### src/rtl/bp_fe_bht_tourney.sv
// Tournament branch-direction predictor: bimodal, gshare and chooser counter tables
// with one-cycle predict latency and a valid/yumi training port.
module bp_fe_bht_tourney #(
    parameter  int vaddr_width_p = 39,
    parameter  int idx_width_p   = 8,
    parameter  int ghist_width_p = 8,
    parameter  int ctr_width_p   = 2,
    parameter  int mode_p        = 2,
    localparam int meta_width_lp = 3*ctr_width_p
) (
    input  logic                     clk_i,
    input  logic                     reset_i,
    output logic                     init_done_o,

    input  logic                     r_v_i,
    input  logic [vaddr_width_p-1:0] r_addr_i,
    input  logic [ghist_width_p-1:0] r_ghist_i,
    output logic                     pred_v_o,
    output logic                     pred_o,
    output logic [meta_width_lp-1:0] meta_o,

    input  logic                     w_v_i,
    input  logic [vaddr_width_p-1:0] w_addr_i,
    input  logic [ghist_width_p-1:0] w_ghist_i,
    input  logic [meta_width_lp-1:0] w_meta_i,
    input  logic                     w_taken_i,
    output logic                     w_yumi_o
);

    localparam int entries_lp = 1 << idx_width_p;
    localparam int msb_lp     = ctr_width_p - 1;
    localparam logic [ctr_width_p-1:0] init_ctr_lp = ctr_width_p'((1 << msb_lp) - 1);
    localparam bit use_bim_lp = (mode_p != 1);
    localparam bit use_gsh_lp = (mode_p != 0);
    localparam bit use_cho_lp = (mode_p == 2);

    typedef enum logic [1:0] {e_reset, e_clear, e_run} state_e;

    state_e                 state_r;
    logic [idx_width_p-1:0] clear_cnt_r;

    // Valid/ready: a read is taken whenever r_v_i is high in run; a write moves only
    // in a cycle where w_v_i & w_yumi_o, and the requester holds w_* until then.
    always_ff @(posedge clk_i) begin
        if (reset_i) begin
            state_r     <= e_reset;
            clear_cnt_r <= '0;
        end else begin
            case (state_r)
                e_reset: begin
                    state_r     <= e_clear;
                    clear_cnt_r <= '0;
                end
                e_clear: begin
                    clear_cnt_r <= clear_cnt_r + 1'b1;
                    if (clear_cnt_r == '1)
                        state_r <= e_run;
                end
                default: state_r <= e_run;
            endcase
        end
    end

    function automatic logic [ctr_width_p-1:0] sat_step(input logic [ctr_width_p-1:0] c,
                                                       input logic up);
        if (up)
            return (&c) ? c : c + 1'b1;
        else
            return (|c) ? c - 1'b1 : c;
    endfunction

    logic                   run, clearing, conflict, rd_en;
    logic [idx_width_p-1:0] r_bidx, r_gidx, w_bidx, w_gidx;
    logic [idx_width_p-1:0] wr_bidx, wr_gidx;
    logic [ctr_width_p-1:0] w_bim, w_gsh, w_cho;
    logic [ctr_width_p-1:0] wr_bim, wr_gsh, wr_cho;
    logic                   wr_en, wr_cho_en;
    logic [ctr_width_p-1:0] bim_rd, gsh_rd, cho_rd;
    logic                   pred_v_r;

    assign run      = (state_r == e_run);
    assign clearing = (state_r == e_clear);

    assign r_bidx = r_addr_i[2 +: idx_width_p];
    assign w_bidx = w_addr_i[2 +: idx_width_p];
    assign r_gidx = r_bidx ^ idx_width_p'(r_ghist_i);
    assign w_gidx = w_bidx ^ idx_width_p'(w_ghist_i);

    assign conflict = r_v_i & ((r_bidx == w_bidx) | (r_gidx == w_gidx));
    assign w_yumi_o = run & w_v_i & ~conflict;
    assign rd_en    = run & r_v_i;

    assign w_bim = w_meta_i[0 +: ctr_width_p];
    assign w_gsh = w_meta_i[ctr_width_p +: ctr_width_p];
    assign w_cho = w_meta_i[2*ctr_width_p +: ctr_width_p];

    // The clear sweep shares the write port with training updates.
    assign wr_en     = clearing | w_yumi_o;
    assign wr_cho_en = clearing | (w_yumi_o & (w_bim[msb_lp] ^ w_gsh[msb_lp]));
    assign wr_bidx   = clearing ? clear_cnt_r : w_bidx;
    assign wr_gidx   = clearing ? clear_cnt_r : w_gidx;
    assign wr_bim    = clearing ? init_ctr_lp : sat_step(w_bim, w_taken_i);
    assign wr_gsh    = clearing ? init_ctr_lp : sat_step(w_gsh, w_taken_i);
    assign wr_cho    = clearing ? init_ctr_lp : sat_step(w_cho, w_gsh[msb_lp] == w_taken_i);

    if (use_bim_lp) begin : g_bim
        logic [ctr_width_p-1:0] mem [entries_lp];
        logic [ctr_width_p-1:0] rd_r;
        always_ff @(posedge clk_i)
            if (wr_en) mem[wr_bidx] <= wr_bim;
        always_ff @(posedge clk_i)
            if (reset_i)    rd_r <= '0;
            else if (rd_en) rd_r <= mem[r_bidx];
        assign bim_rd = rd_r;
    end else begin : g_no_bim
        assign bim_rd = '0;
    end

    if (use_gsh_lp) begin : g_gsh
        logic [ctr_width_p-1:0] mem [entries_lp];
        logic [ctr_width_p-1:0] rd_r;
        always_ff @(posedge clk_i)
            if (wr_en) mem[wr_gidx] <= wr_gsh;
        always_ff @(posedge clk_i)
            if (reset_i)    rd_r <= '0;
            else if (rd_en) rd_r <= mem[r_gidx];
        assign gsh_rd = rd_r;
    end else begin : g_no_gsh
        assign gsh_rd = '0;
    end

    if (use_cho_lp) begin : g_cho
        logic [ctr_width_p-1:0] mem [entries_lp];
        logic [ctr_width_p-1:0] rd_r;
        always_ff @(posedge clk_i)
            if (wr_cho_en) mem[wr_bidx] <= wr_cho;
        always_ff @(posedge clk_i)
            if (reset_i)    rd_r <= '0;
            else if (rd_en) rd_r <= mem[r_bidx];
        assign cho_rd = rd_r;
    end else begin : g_no_cho
        assign cho_rd = '0;
    end

    always_ff @(posedge clk_i) begin
        if (reset_i) pred_v_r <= 1'b0;
        else         pred_v_r <= rd_en;
    end

    assign init_done_o = run;
    assign pred_v_o    = pred_v_r;
    assign meta_o      = {cho_rd, gsh_rd, bim_rd};

    always_comb begin
        pred_o = bim_rd[msb_lp];
        if (mode_p == 1)
            pred_o = gsh_rd[msb_lp];
        else if (mode_p == 2)
            pred_o = cho_rd[msb_lp] ? gsh_rd[msb_lp] : bim_rd[msb_lp];
    end

    // Address bits outside the index window, and meta fields of absent tables.
    logic unused_bits;
    assign unused_bits = ^{r_addr_i, w_addr_i, w_meta_i};

endmodule
### config.mk
export PLATFORM = sky130hd
export DESIGN_NAME = bp_fe_bht_tourney
export DESIGN_NICKNAME = d
export VERILOG_FILES = /design/src/rtl/bp_fe_bht_tourney.sv
export SDC_FILE = /design/constraint.sdc
export NUM_CORES = 2
export LEC_CHECK = 0
export BUFFER_PORTS_ARGS = -buffer_cell sky130_fd_sc_hd__buf_2
export CAP_MARGIN = 20
export CORE_MARGIN = 2
export CORE_UTILIZATION = 57
export DETAILED_ROUTE_END_ITERATION = 7
export PLACE_DENSITY = 0.76
export RECOVER_POWER = 50
export SYNTH_ARGS = -nofsm -noshare
export SYNTH_HDL_FRONTEND = slang
export SYNTH_SLANG_ARGS = --single-unit
### constraint.sdc
create_clock -name clk_i -period 14 [get_ports clk_i]
set_clock_uncertainty 0.15 [all_clocks]
set_input_delay 2.8 -clock clk_i [delete_from_list [all_inputs] [get_ports clk_i]]
set_output_delay 2.8 -clock clk_i [all_outputs]
set_load 0.01 [all_outputs]
==> results.txt <==
- The run finished, with violations left.
- The critical path contains buffers and inverters numbering 4 combined.
- CP Data Arrival Time: a little over 10 ns
- Layout net count: around 3,800
- Count of mapped cells out of synthesis: around 3,700
- In this run, CTS created clock tree buffers numbering around 150.
- On the critical path the largest part of the delay comes from buffers and inverters.
* Height of the die: approximately 340 um
- Fraction of layout instances using a drive strength above 1: 18.7%
- The worst hold path belongs to the class flip-flop to flip-flop.
- Die ar.: roughly 0.11 mm2
* Gr ovfl total: 0
- Cell-by-cell listing of the critical path: clkbuf_1, a21oi_1, o21ai_0, clkbuf_1, clkbuf_1, clkbuf_1
* Cell with the most instances after synthesis: edfxtp_1
- Number of cells in the design after placement: a little over 5,000
- Timing would allow up to around 0.096 GHz.
- The final hold violation count was 0.
- Layout Utilization: 63.5%
* Total Neg Setup Slack: 0 ns
- Among all stages on the critical path, the largest delay is contributed by clkbuf_1.
- Measured in cells, the most critical reg-to-reg path has a length of 5.
- Clock-pin slew was measured on the worst setup and hold paths at approximately 0.060 ns.
- CTS built an H-tree with a depth of 4.
- The first global-routing pass estimated ~220,000 um of wire.
- Worst-case hold slack: 0.394 ns
* Post-CTS Setup Bufs: 0
* Power density over cell area: between 100 and 150 mW/mm2
- Compared with the post-synthesis result, the final layout area differs by 10.6%.
* Max Cap Viol: 16
- In this run the cell area measured after placement is 0.0655 mm2.
- Post-route ant nets: 0
- Critical path data required time: 13.76 ns
- STA classifies the critical path startpoint as an input pin.
- Capturing element type of the critical path: flip-flop
* Post-synthesis net count: about 3,800
- In the final routed layout, each cell accounts on average for about 28 um.
- VDD IR-drop max: roughly 140 uV
- Dividing the final minimum period by the clock period gives around 74%.
- The count of cells in the finished layout, fillers not included, comes to 5,319.
- During synthesis, Yosys emitted a total of 0 warnings.
* Top cells by area, synth: edfxtp_1, mux4_2, nor2_1, a22oi_1, clkbuf_1
- The worst path meets setup with around 3.6 ns of slack.
- Placement Rows: 122
* Static Leakage: between 20 and 25 nW
- The final reports fail on capacitance limit, slew limit.
* # setup viols final: 0
- The first routing iteration left between 4,000 and 5,000 violations.
- The worst hold path begins at cho_rd[0].
* Starting Density: 57.4%
- Total standard cell area after synthesis: 0.0634 mm2
* Number of unique standard cell types used by synthesis: 58
- FF+latch count, synth: 1,553
* Global-route total usage across every layer: ~27%
- Startpoint of the most critical register-to-register path: state_r[1]
- At the pin with the least slew margin, the transition time is about 4.5 ns.
* Clock tree buffer depth: 3
* Biggest area consumer among synthesized cells: edfxtp_1
- Summed over all layers, the routed wires come to 151,000 um.
- Via count of the first global-routing pass: about 36,000
- Clock network latency to the later pin of the worst-skew pair: about 0.77 ns
* Worst min-delay path endpoint: cho_rd[0]
- Core region area: approximately 0.11 mm2
- Counting stages on the worst path, the most repeated cell is clkbuf_1.
* Number of enable flip-flop cells after synthesis: about 1,500
- Total non-filler cell area in the finished layout: ~0.070 mm2
* Most used standard cells in the synthesized netlist: edfxtp_1, nor2_1, mux4_2
* Worst slack, placed: about 5.8 ns
- The worst setup path is of the input pin to flip-flop kind.
* Number of gates resized after CTS: 0
- Setup slack on the worst flop-to-flop path: between 4 and 5 ns
- Fraction of post-synthesis cell area in the top cell type by area: between 70% and 80%
- Async S/R FF share, synth: 0%
* Worst path max stage delay: ~3.2 ns
* Horizontal die dimension: 338 um
- Most used flip-flop cell after synthesis: edfxtp_1
- TritonRoute pass-1 iters: 5
- The number of slew-limit violations in the final report is between 600 and 700.
- Hpwl dp: a little over 80,000 um
- Subtracting the final worst setup slack from the clock period gives between 10 and 15 ns.
- Worst hold path depth: 2
* Maximum number of pins on one net before global-route repair: ~260
* Routed via count: approximately 35,000
- Placer congestion estimate: 0.897
- CTS tree: built
- The initial antenna violation count was 5.
- CTS placed an instance of clkbuf_16 at the clock tree root.
- Maximum net fanout on the critical path: 109
- Clock tree sinks: about 1,600
- Measured against its own limit, the worst slew margin works out to -199%.
* Proportion of synthesized chip area in sequential cells: 73.2%
- In this run the count of I/O pins placed on the die edge is about 120.
* Reg-to-reg critical path endpoint: g_gsh.mem[33][0]
* Buffers on Ports: 52
* Number of remaining DRC errors: 0
- Setup repair after global routing left no endpoint under its margin.
- Total power consumption of the routed design: 9.76 mW
* Vias per inst: about 6.6
- Mean cell area of the mapped netlist: 17.2 um2
- For this design, the CTS-stage hold fixing added 0 buffers.
[how the worst max path moves through the flow]
stage | start | slack (ns) | endpoint | depth (start not counted)
floorplan | w_meta_i[1] | 2.54 | g_bim.mem[0][1] | 2
global placement | r_addr_i[3] | 5.78 | w_yumi_o | 8
detailed placement | r_addr_i[3] | 5.75 | w_yumi_o | 8
CTS | r_addr_i[3] | 5.71 | w_yumi_o | 8
global route | w_taken_i | 2.94 | g_gsh.mem[237][0] | 6
finish | w_taken_i | 3.62 | g_gsh.mem[33][0] | 6
[layout make-up]
class	count	area (um2)
flip-flops and latches	1553	46500
fillers	7489	40400
multi-input cells	1859	16100
clock buffers	189	4060
well taps	1488	1860
repair buffers	132	881
clock inverters	89	782
inverters	7	26.3
diodes	2	5.00
[report_power, final]
part	leakage, nW	switching, mW	internal (mW)	total, mW
Clock	2.35	1.73	2.26	3.98
Combinational	4.73	0.415	0.205	0.621
Sequential	13.9	0.00190	5.15	5.16
[layout by cell type (no fill, tap or decap), types with 6 or more instances in the layout]
cell	count
a2111oi_0	7
a21oi_1	88
a221oi_1	7
a22oi_1	147
buf_12	6
buf_2	38
buf_4	55
bufinv_16	10
clkbuf_1	60
clkbuf_16	156
clkinv_1	40
clkinv_2	19
dfxtp_1	17
edfxtp_1	1536
inv_1	7
inv_6	7
mux2i_1	11
mux4_1	9
mux4_2	371
nand2_1	124
nand3_1	31
nand3b_1	16
nand4_1	14
nor2_1	816
nor3_1	23
nor4_1	21
o211ai_1	8
o21a_1	6
o21ai_0	20
o21ai_4	15
o22ai_1	8
xnor2_1	25
xor2_1	15
[flip-flops by register name, summed over array words and instances (netlist names)]
register / cells
g_gsh.rd_r: 2
cho_rd: 2
g_gsh.mem: 512
bim_rd: 2
g_cho.mem: 512
g_bim.mem: 512
state_r: 2
clear_cnt_r: 8
pred_v_o: 1
[cell families after synthesis]
| logic type | share of synthesized area, % |
|---|---|
| muxes | 13.7 |
| adders and majority gates | 0.0513 |
| AOI/OAI and AO/OA | 3.61 |
| and+or+nand+nor | 6.85 |
| buffers and inverters | 1.83 |
| xor gates and xnor gates | 0.688 |
| DFF | 73.2 |
[worst min-delay path: stages (launching register included)]
cell      delay (ns)
dfxtp_1         0.34
nand3b_1        0.09
o21ai_0         0.07
[routing by layer]
metal	wire length (um)	track usage (%)	share of wire, %
met5	39	0	0.026
met1	54500	36.6	36
met4	5510	10.2	3.7
met2	72900	42.9	48
met3	17900	6.24	12
No activity file was read; power rests on OpenSTA's default activity.
